==> config.mk <==
export PLATFORM = sky130hd
export DESIGN_NAME = ibex_wb_queue
export DESIGN_NICKNAME = d
export VERILOG_FILES = /design/src/rtl/ibex_wb_queue.sv
export SDC_FILE = /design/constraint.sdc
export NUM_CORES = 1
export LEC_CHECK = 0
export BUFFER_PORTS_ARGS = -buffer_cell sky130_fd_sc_hd__buf_2
export CORE_MARGIN = 10
export CORE_UTILIZATION = 40
export DETAILED_ROUTE_END_ITERATION = 8
export PLACE_DENSITY = 0.69
export SLEW_MARGIN = 20
export SYNTH_ARGS = -nofsm -noshare
export SYNTH_HDL_FRONTEND = slang
export SYNTH_SLANG_ARGS = --single-unit
==> constraint.sdc <==
create_clock -name clk_i -period 5.5 [get_ports clk_i]
set_input_delay 0.275 -clock clk_i [delete_from_list [all_inputs] [get_ports clk_i]]
set_output_delay 0.275 -clock clk_i [all_outputs]
set_load 0.05 [all_outputs]
==> src/rtl/ibex_wb_queue.sv <==
// Writeback stage as an in-order circular queue of Depth in-flight instructions.
// Only the head entry may retire, at most one per cycle; Depth=1 behaves like a single writeback register.
module ibex_wb_queue #(
  parameter int unsigned Depth = 2,
  parameter int unsigned Width = 32
) (
  input  logic                       clk_i,
  input  logic                       rst_ni,

  input  logic                       en_wb_i,
  input  logic [1:0]                 instr_type_wb_i,
  input  logic [Width-1:0]           pc_id_i,
  input  logic                       instr_is_compressed_id_i,
  input  logic                       instr_perf_count_id_i,
  input  logic                       rf_we_id_i,
  input  logic [4:0]                 rf_waddr_id_i,
  input  logic [Width-1:0]           rf_wdata_id_i,

  input  logic                       lsu_resp_valid_i,
  input  logic                       lsu_resp_err_i,
  input  logic                       rf_we_lsu_i,
  input  logic [Width-1:0]           rf_wdata_lsu_i,

  output logic                       ready_wb_o,
  output logic                       rf_we_wb_o,
  output logic [4:0]                 rf_waddr_wb_o,
  output logic [Width-1:0]           rf_wdata_wb_o,
  output logic [Width-1:0]           rf_wdata_fwd_wb_o,
  output logic [Width-1:0]           pc_wb_o,
  output logic                       instr_done_wb_o,
  output logic                       perf_instr_ret_wb_o,
  output logic                       perf_instr_ret_compressed_wb_o,
  output logic                       outstanding_load_wb_o,
  output logic                       outstanding_store_wb_o,
  output logic [$clog2(Depth+1)-1:0] count_o
);

  localparam int unsigned CW = $clog2(Depth + 1);
  localparam int unsigned PW = (Depth > 1) ? $clog2(Depth) : 1;
  localparam logic [PW-1:0] LastPtr = PW'(Depth - 1);
  localparam logic [CW-1:0] FullCount = CW'(Depth);

  localparam logic [1:0] TypeLoad  = 2'd0;
  localparam logic [1:0] TypeStore = 2'd1;

  // Control state (reset)
  logic [PW-1:0]    head_q, tail_q;
  logic [CW-1:0]    count_q, count_d;
  logic [Depth-1:0] valid_q;

  // Payload storage (not reset)
  logic [1:0]       type_q [Depth];
  logic [Width-1:0] pc_q   [Depth];
  logic [4:0]       waddr_q[Depth];
  logic [Width-1:0] wdata_q[Depth];
  logic             we_q   [Depth];
  logic             comp_q [Depth];
  logic             perf_q [Depth];

  logic             head_valid;
  logic             head_is_load;
  logic             head_is_other;
  logic             head_done;
  logic             enq;
  logic             retire;
  logic [1:0]       h_type;
  logic [Width-1:0] h_pc;
  logic [4:0]       h_waddr;
  logic [Width-1:0] h_wdata;
  logic             h_we;
  logic             h_comp;
  logic             h_perf;
  logic             any_load;
  logic             any_store;

  function automatic logic [PW-1:0] ptr_inc(input logic [PW-1:0] p);
    return (p == LastPtr) ? '0 : p + 1'b1;
  endfunction

  assign h_type  = type_q[head_q];
  assign h_pc    = pc_q[head_q];
  assign h_waddr = waddr_q[head_q];
  assign h_wdata = wdata_q[head_q];
  assign h_we    = we_q[head_q];
  assign h_comp  = comp_q[head_q];
  assign h_perf  = perf_q[head_q];

  // Outputs are masked while reset is asserted so stale entries never strobe.
  assign head_valid    = rst_ni & valid_q[head_q];
  assign head_is_load  = (h_type == TypeLoad);
  assign head_is_other = (h_type != TypeLoad) && (h_type != TypeStore);
  assign head_done     = head_valid & (head_is_other | lsu_resp_valid_i);

  assign retire     = head_done;
  assign ready_wb_o = ~rst_ni | (count_q != FullCount) | head_done;
  assign enq        = rst_ni & en_wb_i & ready_wb_o;

  always_comb begin
    count_d = count_q;
    case ({enq, retire})
      2'b10:   count_d = count_q + CW'(1);
      2'b01:   count_d = count_q - CW'(1);
      default: count_d = count_q;
    endcase
  end

  always_ff @(posedge clk_i) begin
    if (!rst_ni) begin
      head_q  <= '0;
      tail_q  <= '0;
      count_q <= '0;
      valid_q <= '0;
    end else begin
      if (retire) begin
        valid_q[head_q] <= 1'b0;
        head_q          <= ptr_inc(head_q);
      end
      // Set after clear: with Depth=1 head and tail alias and the new entry must win.
      if (enq) begin
        valid_q[tail_q] <= 1'b1;
        tail_q          <= ptr_inc(tail_q);
      end
      count_q <= count_d;
    end
  end

  always_ff @(posedge clk_i) begin
    if (enq) begin
      type_q[tail_q]  <= instr_type_wb_i;
      pc_q[tail_q]    <= pc_id_i;
      waddr_q[tail_q] <= rf_waddr_id_i;
      wdata_q[tail_q] <= rf_wdata_id_i;
      we_q[tail_q]    <= rf_we_id_i;
      comp_q[tail_q]  <= instr_is_compressed_id_i;
      perf_q[tail_q]  <= instr_perf_count_id_i;
    end
  end

  always_comb begin
    any_load  = 1'b0;
    any_store = 1'b0;
    for (int i = 0; i < Depth; i++) begin
      if (valid_q[i] && (type_q[i] == TypeLoad))  any_load  = 1'b1;
      if (valid_q[i] && (type_q[i] == TypeStore)) any_store = 1'b1;
    end
  end

  assign outstanding_load_wb_o  = rst_ni & any_load;
  assign outstanding_store_wb_o = rst_ni & any_store;
  assign count_o                = rst_ni ? count_q : '0;

  assign instr_done_wb_o = head_done;
  assign rf_we_wb_o      = head_done & (head_is_load ? rf_we_lsu_i : h_we);
  assign rf_waddr_wb_o   = head_valid ? h_waddr : 5'd0;
  assign rf_wdata_wb_o   = !head_valid  ? '0 :
                           head_is_load ? rf_wdata_lsu_i : h_wdata;

  assign rf_wdata_fwd_wb_o = (head_valid & h_we) ? h_wdata : '0;
  assign pc_wb_o           = head_valid ? h_pc : '0;

  // A faulting LSU response still completes the instruction but is not counted as retired.
  assign perf_instr_ret_wb_o =
    head_done & h_perf & ~(lsu_resp_valid_i & lsu_resp_err_i);
  assign perf_instr_ret_compressed_wb_o = perf_instr_ret_wb_o & h_comp;

endmodule
* After elaboration in Yosys (flattened, before gate mapping) *
Memory sizes are Yosys's and may differ from the RTL's. A register that Yosys moved wholly into a read port is not among the register bits.
Cells that the tools add are included.

cells by class
  add/subtract/negate cells = 4
  order comparisons = 4
  eq/ne operators = 6
  muxes and demuxes = 39
  bitwise gates (word level) = 20
  reduce and logical (&&, ||, !) cells = 12

operators with widths
  cell                   number
  $mux W32               4
  $mux W1                27
  $and A1 B1 Y1          12
  $mux W2                4
  $logic_and A1 B1 Y1    7
  $eq A2 B1 Y1 const B   3
  $logic_not A2 Y1       3
  $mux W5                1
  $lt A1 B2 Y1 const B   2
  $pmux W2 S2            1
  $reduce_bool A2 Y1     2
  $or A1 B1 Y1           3
  $add A1 B1 Y1 const B  2
  $add A2 B1 Y2 const B  1
  $and A2 B2 Y2          1
  $demux W1 S1           2
  $eq A2 B2 Y1 const B   1
  $ge A1 B1 Y1 const B   2
  $ne A2 B1 Y1 const B   1
  $ne A2 B2 Y1 const B   1
  $not A1 Y1             2
  $not A2 Y2             1
  $or A2 B2 Y2           1
  $sub A2 B1 Y2 const B  1

word-level totals
  flip-flop bits (word level) = 6
  RAM bits = 148
  input bits = 112
  output and inout port bits = 110
  logic and storage cells = 96
  memories = 7

memories
  memory           words  bits a word  rd ports  clocked after memory_dff  wr ports  line  source
  pc_q             2      32           1         1                         1         53    logic [Width-1:0] pc_q [Depth];
  wdata_q          2      32           1         1                         1         55    logic [Width-1:0] wdata_q[Depth];
  waddr_q          2      5            1         1                         1         54    logic [4:0] waddr_q[Depth];
  type_q           2      2            3         1                         1         52    logic [1:0] type_q [Depth];
  comp_q           2      1            1         1                         1         57    logic comp_q [Depth];
  perf_q           2      1            1         1                         1         58    logic perf_q [Depth];
  1 more memories  n/a    n/a          n/a       n/a                       n/a       n/a

* Longest topological paths before layout *
Gate-level depths: netlist (run 1).

  depth in word-level cells = 10
  mapped depth = 6
  depth with buffers taken out = 5

* Worst setup path after synthesis (run 1) *
No wires, ideal clock.

  path kind = flip-flop to flip-flop
  from = reg head_q
  to = mem comp_q[0], enable pin
  setup time = 0.506 ns
  arrival time = 4.286 ns
  data required time = 4.994 ns
  setup slack = 0.707 ns
  stages on the path, launching flop included = 6
  buffers on the path = 0
  clock period less this slack = 4.793 ns
  cell sequence = dfxtp_1 -> mux2_2 -> o211ai_2 -> inv_2 -> o21ai_1 -> nor2_1

on the way
  cells in the longest elaborated chain, start to end = 8

ends and longest elaborated chain
  element                                     line  source
  start: declaration                          47    logic [PW-1:0] head_q, tail_q;
  start signal: assignment                    116   head_q <= ptr_inc(head_q);
  $mux W1 (implied by the code) (2 in a row)  89    assign head_valid = rst_ni & valid_q[head_q];
  $and A1 B1 Y1                               89
  $and A1 B1 Y1                               92    assign head_done = head_valid & (head_is_other | lsu_resp_valid_i);
  named net instr_done_wb_o                   30    output logic instr_done_wb_o,
  $or A1 B1 Y1                                95    assign ready_wb_o = ~rst_ni | (count_q != FullCount) | head_done;
  $and A1 B1 Y1                               96    assign enq = rst_ni & en_wb_i & ready_wb_o;
  $mux W1                                     128   if (enq) begin
  $mux W1 (implied by the code)               134   comp_q[tail_q] <= instr_is_compressed_id_i;
  end: declaration                            57

The timed path passes the listed nets, and every way through them passes these cells. The select of a mux whose other input is x is not followed.

==> results of run 1 <==
[per-layer routing]
layer	up-vias	wire, um	track usage, %
li1	2078	-	-
met3	30	1210	6.09
met1	2081	6210	15.6
met4	0	414	6.61
met2	181	8130	25.4
met5	-	0	0
[layout make-up]
class                           instances  area (um2)  area share (%)
Clock buffer                           19         433            5.18
Clock inverter                         13         175            2.10
Inverter                                5        18.8           0.225
Timing Repair Buffer                  229        1180            14.1
Multi-Input combinational cell        254        1690            20.3
Tap cell                              216         270            3.23
Sequential cell                       155        4590            54.9
[worst max path at each step]
stage	end	cells past startpoint
floorplan	comp_q[0]	5
global placement	rf_wdata_fwd_wb_o[24]	5
detailed placement	wdata_q[1][11]	6
CTS	rf_wdata_fwd_wb_o[30]	5
global route	rf_wdata_fwd_wb_o[30]	5
finish	rf_wdata_fwd_wb_o[30]	5
[cells by family after synthesis]
family | Yosys count | share of synthesized area [%]
xor gates and xnor gates | 2 | 0.275
buffers and inverters | 32 | 2.10
muxes | 78 | 12.3
DFF | 155 | 71.8
AOI/OAI and AO/OA | 47 | 5.33
and+or+nand+nor | 127 | 8.14
[metrics by stage]
| stage | total power, mW | std cells | cell area [um2] | utilization (%) |
|---|---|---|---|---|
| after floorplan | 1.68 | 441 | 6380 | - |
| after global placement | 1.80 | 858 | 7730 | 49.0 |
| after detailed placement | 1.81 | 858 | 7730 | 49.0 |
| after CTS | 2.99 | 890 | 8340 | 52.9 |
| after global routing | 3.08 | 891 | 8360 | 53.0 |
| final | 2.96 | 891 | 8360 | 53.0 |
[state kept, by name (all words and copies together), names as in the netlist, named ones only]
| signal | count |
|---|---|
| pc_q | 64 |
| comp_q | 2 |
| we_q | 2 |
| tail_q | 1 |
| head_q | 1 |
| valid_q | 2 |
| waddr_q | 10 |
| type_q | 4 |
| perf_q | 2 |
| count_q | 2 |
| wdata_q | 64 |
[report_power, final]
group / internal (mW) / switching [mW] / leakage [nW]
Clock: 0.754 / 0.427 / 0.292
Combinational: 0.114 / 0.277 / 1.59
Sequential: 1.36 / 0.0289 / 1.42
Total: 2.23 / 0.733 / 3.30
[placed cells by master, fill, tap and decap left out, drive strengths merged]
master | synthesis | routed
inv | 5 | 5
clkinv | 0 | 7
nor3 | 1 | 1
nor2b | 1 | 1
bufinv | 0 | 4
mux2 | 2 | 2
clkinvlp | 0 | 2
nand2 | 4 | 4
buf | 20 | 229
edfxtp | 148 | 148
or3b | 2 | 2
o22ai | 2 | 2
a211oi | 34 | 34
nand2b | 3 | 3
nor2 | 108 | 108
o21ai | 4 | 4
clkbuf | 7 | 19
a221oi | 1 | 1
and2 | 1 | 1
xnor2 | 2 | 2
nand3 | 1 | 1
o211ai | 1 | 1
nand3b | 2 | 2
or3 | 4 | 4
a21oi | 5 | 5
dfxtp | 7 | 7
mux2i | 76 | 76
==> run_results.csv, run 1 <==
group,metric,value,unit
run_status,status,"finished clean",
min_path,timing.hold.worst.class,"primary input to flip-flop",
worst_setup_path,worst_path_max_delay_cell,"dfxtp_4",
routing,number_of_remaining_drc_errors,0,
synth,yosys.area.top_type,"edfxtp_1",
routing,antenna_violating_nets_post_route,0,
synth,synthArstFlopShare,0,%
routing,detail_route.iter0.violations,282,
timing,final_report_setup_violation_count,0,
synth,syn_avg_cell_area,14.5,um2
global_routing,initial_antenna_violation_count,0,
placed_design,post-place-ws,2.10,ns
min_path,hold_path.startpoint,"pc_id_i[26]",
synth,synth_seq_area_share,71.8,%
timing,max_freq,0.269,GHz
clock_network,worst_skew_pair.late_latency,0.41,ns
flow_run,maxCapViolCount,0,
worst_setup_path,required,5.22,ns
worst_setup_path,reg2reg_slack,2.21,ns
floorplanning,placementRows,46,
global_routing,grt_pass1_wl,25000,um
floorplanning,die_area,0.0214,mm2
timing,clock-skew-final,0.00615,ns
synth,synth_most_common_cell,"edfxtp_1",
clock_network,postCtsSetupRepairBufs,0,
worst_setup_path,crit_path_end_kind,"primary output",
synth,synth_enable_flop_cells,148,
worst_setup_path,timing_worst_setup_path_type,"flip-flop to primary output",
worst_setup_path,start_kind,"flip-flop",
synth,yosys.cell_types.count,28,
timing,period_share,67.5,%
worst_setup_path,worstPathBufferInverterCount,2,
synth,syn_area,0.00638,mm2
power_and_ir_drop,ir_drop,0.212,mV
synth,postSynth.topFlopCell,"edfxtp_1",
synth,yosysTopAreaCellShare,69.6,%
routing,vias,4370,
clock_network,clock_path_buffers,2,
cells_and_area,post_route_cells_drive_above_1_share,40.0,%
routing,firstDrtPassIters,4,
clock_network,cts_made_buffers,17,
timing,fin_setup_tns,0,ns
synth,yosys-top-cells-area,"edfxtp_1 (70%), mux2i_1 (12%), nor2_1 (6.4%)",
worst_setup_path,critical_path_cell_by_cell,"buf_4, mux2i_1, or3_2, nor2_1, buf_2",
routing,drt-total-wl,16000,um
timing,final.hold.worst_slack,0.0489,ns
timing,max-slew-margin-rel,33.7,%
routing,avgRoutedWirePerCell,17.9,um
clock_network,cts-resized-gates,0,
worst_setup_path,r2r-end,"wdata_q[0][1]",
placed_design,hpwl,11700,um
synth,mapped_cells,441,
synth,syn_nets,553,
power_and_ir_drop,static_leak,3.30,nW
routing,via_per_inst,4.90,
timing,post-route-worst-setup-slack,1.79,ns
floorplanning,floorplan.die.height,146,um
clock_network,holdBufCountCts,0,
cells_and_area,fin_nets,774,
placed_design,globalplace.congestion,0.767,
cells_and_area,antenna_cells,0,
min_path,timing.hold.worst_endpoint,"pc_q[1][26]",
floorplanning,core_region_area,0.0158,mm2
timing,period_needed,3.71,ns
global_routing,track_usage,14.8,%
worst_setup_path,worst_path_dominant_cell_family,"simple AND/OR/NAND/NOR gates",
synth,netlist_top_cells_count,"edfxtp_1 (148), nor2_1 (108), mux2i_1 (76)",
clock_network,tritoncts,"built",
power_and_ir_drop,power-per-cell-area,354,mW/mm2
global_routing,first_global_vias,4755,
floorplanning,io_pins,222,
global_routing,grt_overflow_total,0,
placed_design,port_buffers,221,
worst_setup_path,worst-path-max-fanout,39,
cells_and_area,num-fill-cells,1419,
cells_and_area,layout-area-overhead-vs-synth,31.0,%
worst_setup_path,worst_r2r_path_depth,6,
timing,finalHoldViolCount,0,
clock_network,ctsHtreeMaxLevel,4,
worst_setup_path,cpPeakStageDelay,0.80,ns
clock_network,clkSinkCount,155,
clock_network,clk_root_buffer_cell,"clkbuf_16",
worst_setup_path,cp_data_arrival_time,3.44,ns
clock_network,clk_pin_slew,0.06,ns
timing,grt_setup_unrepaired,"false",
synth,synth_warnings,0,
synth,synth.ff_latch_count,155,
timing,worstMarginPinSlew,0.992,ns
timing,finalMaxSlewViolations,0,
min_path,holdPathStages,1,
floorplanning,start_util,40.5,%
global_routing,grt_max_degree,61,
floorplanning,die_x,146,um
Note: power is estimated with default switching activity, not from simulation.
==> inputs of run 2 (changes only) <==
- PLACE_DENSITY: 0.69 -> 0.72
- clock period: 5.5 -> 3.3 ns (I/O delays scaled with it)
==> run_results.csv, run 2 (synthesis gave the netlist of run 1 again) <==
group,metric,value,unit
global_routing,first_global_vias,5015,
routing,avgRoutedWirePerCell,17.3,um
clock_network,clk_pin_slew,0.06,ns
timing,clock-skew-final,0.00803,ns
worst_setup_path,start_kind,"flip-flop",
timing,period_needed,2.81,ns
timing,final_report_setup_violation_count,0,
floorplanning,placementRows,46,
flow_run,maxCapViolCount,0,
floorplanning,start_util,40.5,%
power_and_ir_drop,ir_drop,0.325,mV
clock_network,cts_made_buffers,17,
floorplanning,die_area,0.0214,mm2
clock_network,clock_path_buffers,2,
power_and_ir_drop,switching_share,25.6,%
global_routing,grt_overflow_total,0,
cells_and_area,post_route_cells_drive_above_1_share,36.1,%
worst_setup_path,required,3.13,ns
clock_network,ctsHtreeMaxLevel,4,
min_path,timing.hold.worst.class,"primary input to flip-flop",
floorplanning,die_x,146,um
timing,post-route-worst-setup-slack,0.492,ns
cells_and_area,num-fill-cells,1309,
floorplanning,core_region_area,0.0158,mm2
routing,antenna_violating_nets_post_route,0,
cells_and_area,fin_nets,849,
power_and_ir_drop,p_comb_share,14.8,%
global_routing,track_usage,15.3,%
timing,finalHoldViolCount,0,
power_and_ir_drop,switching_power,1.27,mW
placed_design,port_buffers,221,
global_routing,grt_pass1_wl,26300,um
clock_network,tritoncts,"built",
worst_setup_path,crit_path_end_kind,"primary output",
clock_network,postCtsSetupRepairBufs,0,
clock_network,clk_root_buffer_cell,"clkbuf_16",
worst_setup_path,timing_worst_setup_path_type,"flip-flop to primary output",
placed_design,globalplace.congestion,0.781,
global_routing,initial_antenna_violation_count,2,
power_and_ir_drop,clockPowerShare,39.0,%
timing,max_freq,0.356,GHz
power_and_ir_drop,power-per-cell-area,548,mW/mm2
routing,via_per_inst,4.84,
timing,finalMaxSlewViolations,0,
worst_setup_path,cpPeakStageDelay,0.55,ns
floorplanning,floorplan.die.height,146,um
cells_and_area,layout-area-overhead-vs-synth,42.5,%
clock_network,worst_skew_pair.late_latency,0.41,ns
power_and_ir_drop,static_leak,3.62,nW
run_status,status,"finished clean",
routing,vias,4688,
timing,period_share,85.1,%
timing,max-slew-margin-rel,50.7,%
worst_setup_path,critical_path_cell_by_cell,"mux2_2, nand2_2, buf_4, a211oi_1, buf_2",
timing,worstMarginPinSlew,0.737,ns
placed_design,hpwl,11600,um
routing,drt-total-wl,16700,um
cells_and_area,most-common-layout-cells,"buf_2 (221), edfxtp_1 (148), nor2_1 (106)",
placed_design,post-place-ws,0.934,ns
worst_setup_path,cp_data_arrival_time,2.64,ns
floorplanning,io_pins,222,
routing,firstDrtPassIters,4,
power_and_ir_drop,pwr-share-seq,46.2,%
routing,number_of_remaining_drc_errors,0,
cells_and_area,final_common_cell,"buf_2",
global_routing,grt_max_degree,50,
cells_and_area,biggestRegsByFlops,"pc_q x64, wdata_q x64, waddr_q x10",
placed_design,inst_count_dp,860,
worst_setup_path,worst_path_max_delay_cell,"nand2_2",
cells_and_area,finalNonFillerCells,968,
timing,grt_setup_unrepaired,"false",
power_and_ir_drop,internal_power_contribution,3.71,mW
worst_setup_path,worst-path-max-fanout,35,
routing,detail_route.iter0.violations,220,
clock_network,clkSinkCount,155,
-- run 2: changes by cell type in the layout (fill, tap and decap cells not counted), moves of 2 or more --
| cell | change |
|---|---|
| diode_2 | +2 |
| clkbuf_1 | -2 |
| clkinvlp_4 | -2 |
| inv_6 | +5 |
| dlygate4sd3_1 | +74 |
-- run 2: area by class of cell --
cell class	instances	area, um2	area share (%)
Clock buffer	17	425	4.68
Antenna cell	2	5.00	0.0550
Inverter	5	18.8	0.206
Sequential cell	155	4590	50.4
Timing Repair Buffer	304	1930	21.2
Clock inverter	15	169	1.86
Multi-Input combinational cell	254	1690	18.6
Tap cell	216	270	2.97
-- run 2: worst max-delay path, delay by kind of cell (launching register included) --
kind / cells / cell delay, ns
buf+inv: 2 / 0.73
simple gates: 1 / 0.55
flops: 1 / 0.42
mux: 1 / 0.39
compound gates: 1 / 0.14
-- run 2: worst paths after layout --
kind           startpoint                 to  slack [ns]  cells after the start
max                head_q  rf_wdata_wb_o[30]        0.49                      5
min                rst_ni         count_q[1]        0.10                      3
max reg2reg  type_q[1][1]        pc_q[0][17]        0.95                      6
min reg2reg    count_q[1]         count_q[1]        0.54                      2
-- run 2: routing by layer --
metal	track usage, %	up-vias	wire, um
li1	-	2237	-
met1	16.4	2245	6720
met2	27.3	184	8700
met3	4.79	22	1040
met4	6.16	0	260
met5	0	-	0
-- run 2: repair_timing --
item                       in CTS  in global routing
setup endpoints to repair       0                  0
hold endpoints to repair      148                  0
resized for setup               0                  0
hold buffers                   74                  0
-- run 2: power groups by stage --
| stage | Sequential, mW | Clock, mW | Combinational (mW) |
|---|---|---|---|
| after floorplan | 2.34 | 0 | 0.459 |
| after global placement | 2.34 | 0 | 0.657 |
| after detailed placement | 2.34 | 0 | 0.670 |
| after CTS | 2.30 | 1.98 | 0.744 |
| after global routing | 2.31 | 2.08 | 0.792 |
| final | 2.30 | 1.94 | 0.739 |
-- run 2: metrics by stage --
stage | hold WS, ns | utilization [%] | instance area, um2 | total power, mW | setup TNS [ns]
final | 0.104 | 57.7 | 9100 | 4.98 | 0
after global routing | 0.129 | 57.7 | 9100 | 5.18 | 0
after CTS | 0.0801 | 57.6 | 9090 | 5.02 | 0
after detailed placement | 0.357 | 49.2 | 7760 | 3.01 | 0
after global placement | 0.352 | 49.2 | 7760 | 2.99 | 0
after floorplan | 0.264 | - | 6390 | 2.80 | -40.32
==> inputs of run 3 (changes only) <==
- ABC_AREA: unset -> 1
- BUFFER_PORTS_ARGS: -buffer_cell sky130_fd_sc_hd__buf_2 -> unset
- CTS_BUF_LIST: unset -> sky130_fd_sc_hd__clkbuf_16
- DONT_BUFFER_PORTS: unset -> 1
- PLACE_DENSITY: 0.72 -> 0.59
==> run_results.csv, run 3 <==
group,metric,value,unit
synth,synthArstFlopShare,0,%
placed_design,port_buffers,0,
synth,mapped_cells,599,
synth,synth_enable_flop_cells,148,
routing,antenna_violating_nets_post_route,0,
flow_run,maxCapViolCount,0,
floorplanning,placementRows,46,
cells_and_area,fin_nets,886,
worst_setup_path,required,3.13,ns
routing,number_of_remaining_drc_errors,0,
run_status,status,"finished clean",
placed_design,hpwl,11500,um
placed_design,dpl_cell_area,0.00752,mm2
min_path,timing.hold.worst.class,"primary input to flip-flop",
cells_and_area,final_common_cell,"nand2_1",
routing,detail_route.iter0.violations,239,
routing,drt-total-wl,17000,um
clock_network,tritoncts,"built",
routing,firstDrtPassIters,5,
timing,finalHoldViolCount,0,
floorplanning,io_pins,222,
worst_setup_path,crit_path_end_kind,"primary output",
synth,yosys-top-cells-area,"edfxtp_1 (68%), nand2_1 (11%), a21oi_1 (5.8%)",
power_and_ir_drop,ir_drop,0.347,mV
synth,yosys.cell_types.count,24,
timing,fin_setup_tns,0,ns
global_routing,initial_antenna_violation_count,1,
global_routing,grt_pass1_wl,26400,um
power_and_ir_drop,power-per-cell-area,545,mW/mm2
global_routing,first_global_vias,4940,
clock_network,clk_pin_slew,0.06,ns
clock_network,ctsHtreeMaxLevel,4,
synth,netlist_top_cells_count,"nand2_1 (192), edfxtp_1 (148), a21oi_1 (76)",
synth,syn_avg_cell_area,10.9,um2
routing,vias,4767,
synth,yosys.area.top_type,"edfxtp_1",
timing,clock-skew-final,0.00677,ns
worst_setup_path,cp_data_arrival_time,2.53,ns
synth,syn_area,0.00653,mm2
placed_design,globalplace.congestion,0.822,
timing,finalMaxSlewViolations,0,
synth,postSynth.topFlopCell,"edfxtp_1",
timing,max_freq,0.371,GHz
synth,synth_seq_area_share,70.2,%
cells_and_area,post_route_cell_area,0.00883,mm2
worst_setup_path,worst-path-max-fanout,66,
worst_setup_path,critical_path.most_common_cell,"buf_4",
timing,grt_setup_unrepaired,"false",
floorplanning,die_x,148,um
global_routing,grt_overflow_total,0,
cells_and_area,post_route_cells_drive_above_1_share,20.0,%
timing,period_share,81.6,%
clock_network,clk_root_buffer_cell,"clkbuf_16",
cells_and_area,multiInputGateArea,0.00161,mm2
worst_setup_path,worstPathBufferInverterCount,3,
cells_and_area,biggestRegsByFlops,"pc_q x64, wdata_q x64, waddr_q x10",
floorplanning,floorplan.die.height,148,um
clock_network,clock_path_buffers,2,
cells_and_area,layout.area.seq,0.00459,mm2
cells_and_area,num-fill-cells,1330,
synth,yosysTopAreaCellShare,68.1,%
routing,via_per_inst,4.76,
clock_network,clkSinkCount,155,
synth,synth_warnings,0,
floorplanning,die_area,0.0218,mm2
clock_network,worst_skew_pair.late_latency,0.41,ns
power_and_ir_drop,static_leak,3.62,nW
clock_network,cts_made_buffers,17,
timing,period_needed,2.69,ns
routing,avgRoutedWirePerCell,16.9,um
synth,syn_nets,711,
worst_setup_path,worst_path_max_delay_cell,"buf_4",
global_routing,track_usage,15.3,%
cells_and_area,most-common-layout-cells,"nand2_1 (192), edfxtp_1 (148), buf_4 (111)",
global_routing,grt_max_degree,73,
worst_setup_path,cpPeakStageDelay,0.49,ns
worst_setup_path,timing_worst_setup_path_type,"flip-flop to primary output",
floorplanning,core_region_area,0.0159,mm2
synth,synth_most_common_cell,"nand2_1",
cells_and_area,final_core_util,55.4,%
synth,synth.ff_latch_count,155,
worst_setup_path,start_kind,"flip-flop",
worst_setup_path,critical_path_cell_by_cell,"buf_4, a21oi_1, nand3_2, buf_4, o21ai_0, a21oi_1, buf_4",
worst_setup_path,worst_path_dominant_cell_family,"buffers and inverters",
floorplanning,start_util,40.9,%
timing,worstMarginPinSlew,1.10,ns
clock_network,cts-resized-gates,0,
timing,max-slew-margin-rel,26.6,%
timing,final_report_setup_violation_count,0,
cells_and_area,layout-area-overhead-vs-synth,35.3,%
==> run 3: changes by cell type after synthesis, sizes merged, moves of 3 or more <==
cell	change
nand2	+191
mux2i	-76
a21oi	+74
nor2	-67
inv	+42
a211oi	-34
o21ai	+32
nand3	+10
clkbuf	+4
or3	-4
nand2b	-3
==> run 3: cell families after synthesis <==
family	share of synthesized area, %
AND/OR/NAND/NOR	15.4
flip-flops	70.2
AO/OA/AOI/OAI	9.20
buffers and inverters	5.14
==> run 3: path summary, 6_finish.rpt <==
path	startpoint	endpoint	slack [ns]	cells past startpoint
max	flip-flop	rf_wdata_wb_o[25]	0.61	7
min	rst_ni	count_q[0]	0.15	4
max reg2reg	valid_q[1]	comp_q[1]	0.78	9
min reg2reg	valid_q[1]	valid_q[1]	0.50	2
==> run 3: layout make-up <==
type | count | area share (%)
diodes | 1 | 0.0283
clock buffers | 17 | 4.82
clock inverters | 12 | 1.52
inverters | 47 | 2.03
multi-input cells | 365 | 18.2
flip-flops and latches | 155 | 51.9
well taps | 216 | 3.06
repair buffers | 188 | 18.4
==> run 3: report_power, final <==
part | switching [mW] | internal [mW] | total (mW) | leakage (nW)
registers | 0.0217 | 2.24 | 2.26 | 1.42
logic | 0.508 | 0.210 | 0.718 | 1.93
clock network | 0.671 | 1.16 | 1.83 | 0.272
==> run 3: stage by stage <==
| step | hold slack [ns] | std cells | worst slack [ns] | power, mW |
|---|---|---|---|---|
| 2_1_floorplan | 0.264 | 599 | 0.266 | 2.77 |
| 3_3_place_gp | 0.264 | 896 | 0.867 | 2.93 |
| 3_5_place_dp | 0.264 | 896 | 0.759 | 2.94 |
| 4_1_cts | 0.131 | 1000 | 0.564 | 4.85 |
| 5_1_grt | 0.201 | 1001 | 0.396 | 5.00 |
| 6_report | 0.154 | 1001 | 0.608 | 4.81 |
==> run 3: repair_timing <==
action,4_1_cts,5_1_grt
hold endpoints to repair,155,0
buffers inserted,0,0
hold buffers,75,0
setup endpoints to repair,0,0
==> run 3: worst register-to-register path, stage by stage (launching register included) <==
cell      delay [ns]
dfxtp_1         0.35
inv_1           0.06
nand2_1         0.07
nand2_2         0.08
nor2_8          0.40
nand2_4         0.14
nand3_2         0.15
nand3_2         0.12
clkinv_2        0.49
buf_12          0.34
==> run 3: per-layer routing <==
layer / track usage [%] / up-vias / part of all wire (%) / wire, um
met4: 5.40 / 0 / 1.5 / 253
met2: 25.8 / 217 / 48 / 8220
met1: 16.5 / 2162 / 39 / 6540
met5: 0 / - / 0 / 0
met3: 7.08 / 23 / 11 / 1940
li1: - / 2365 / - / -
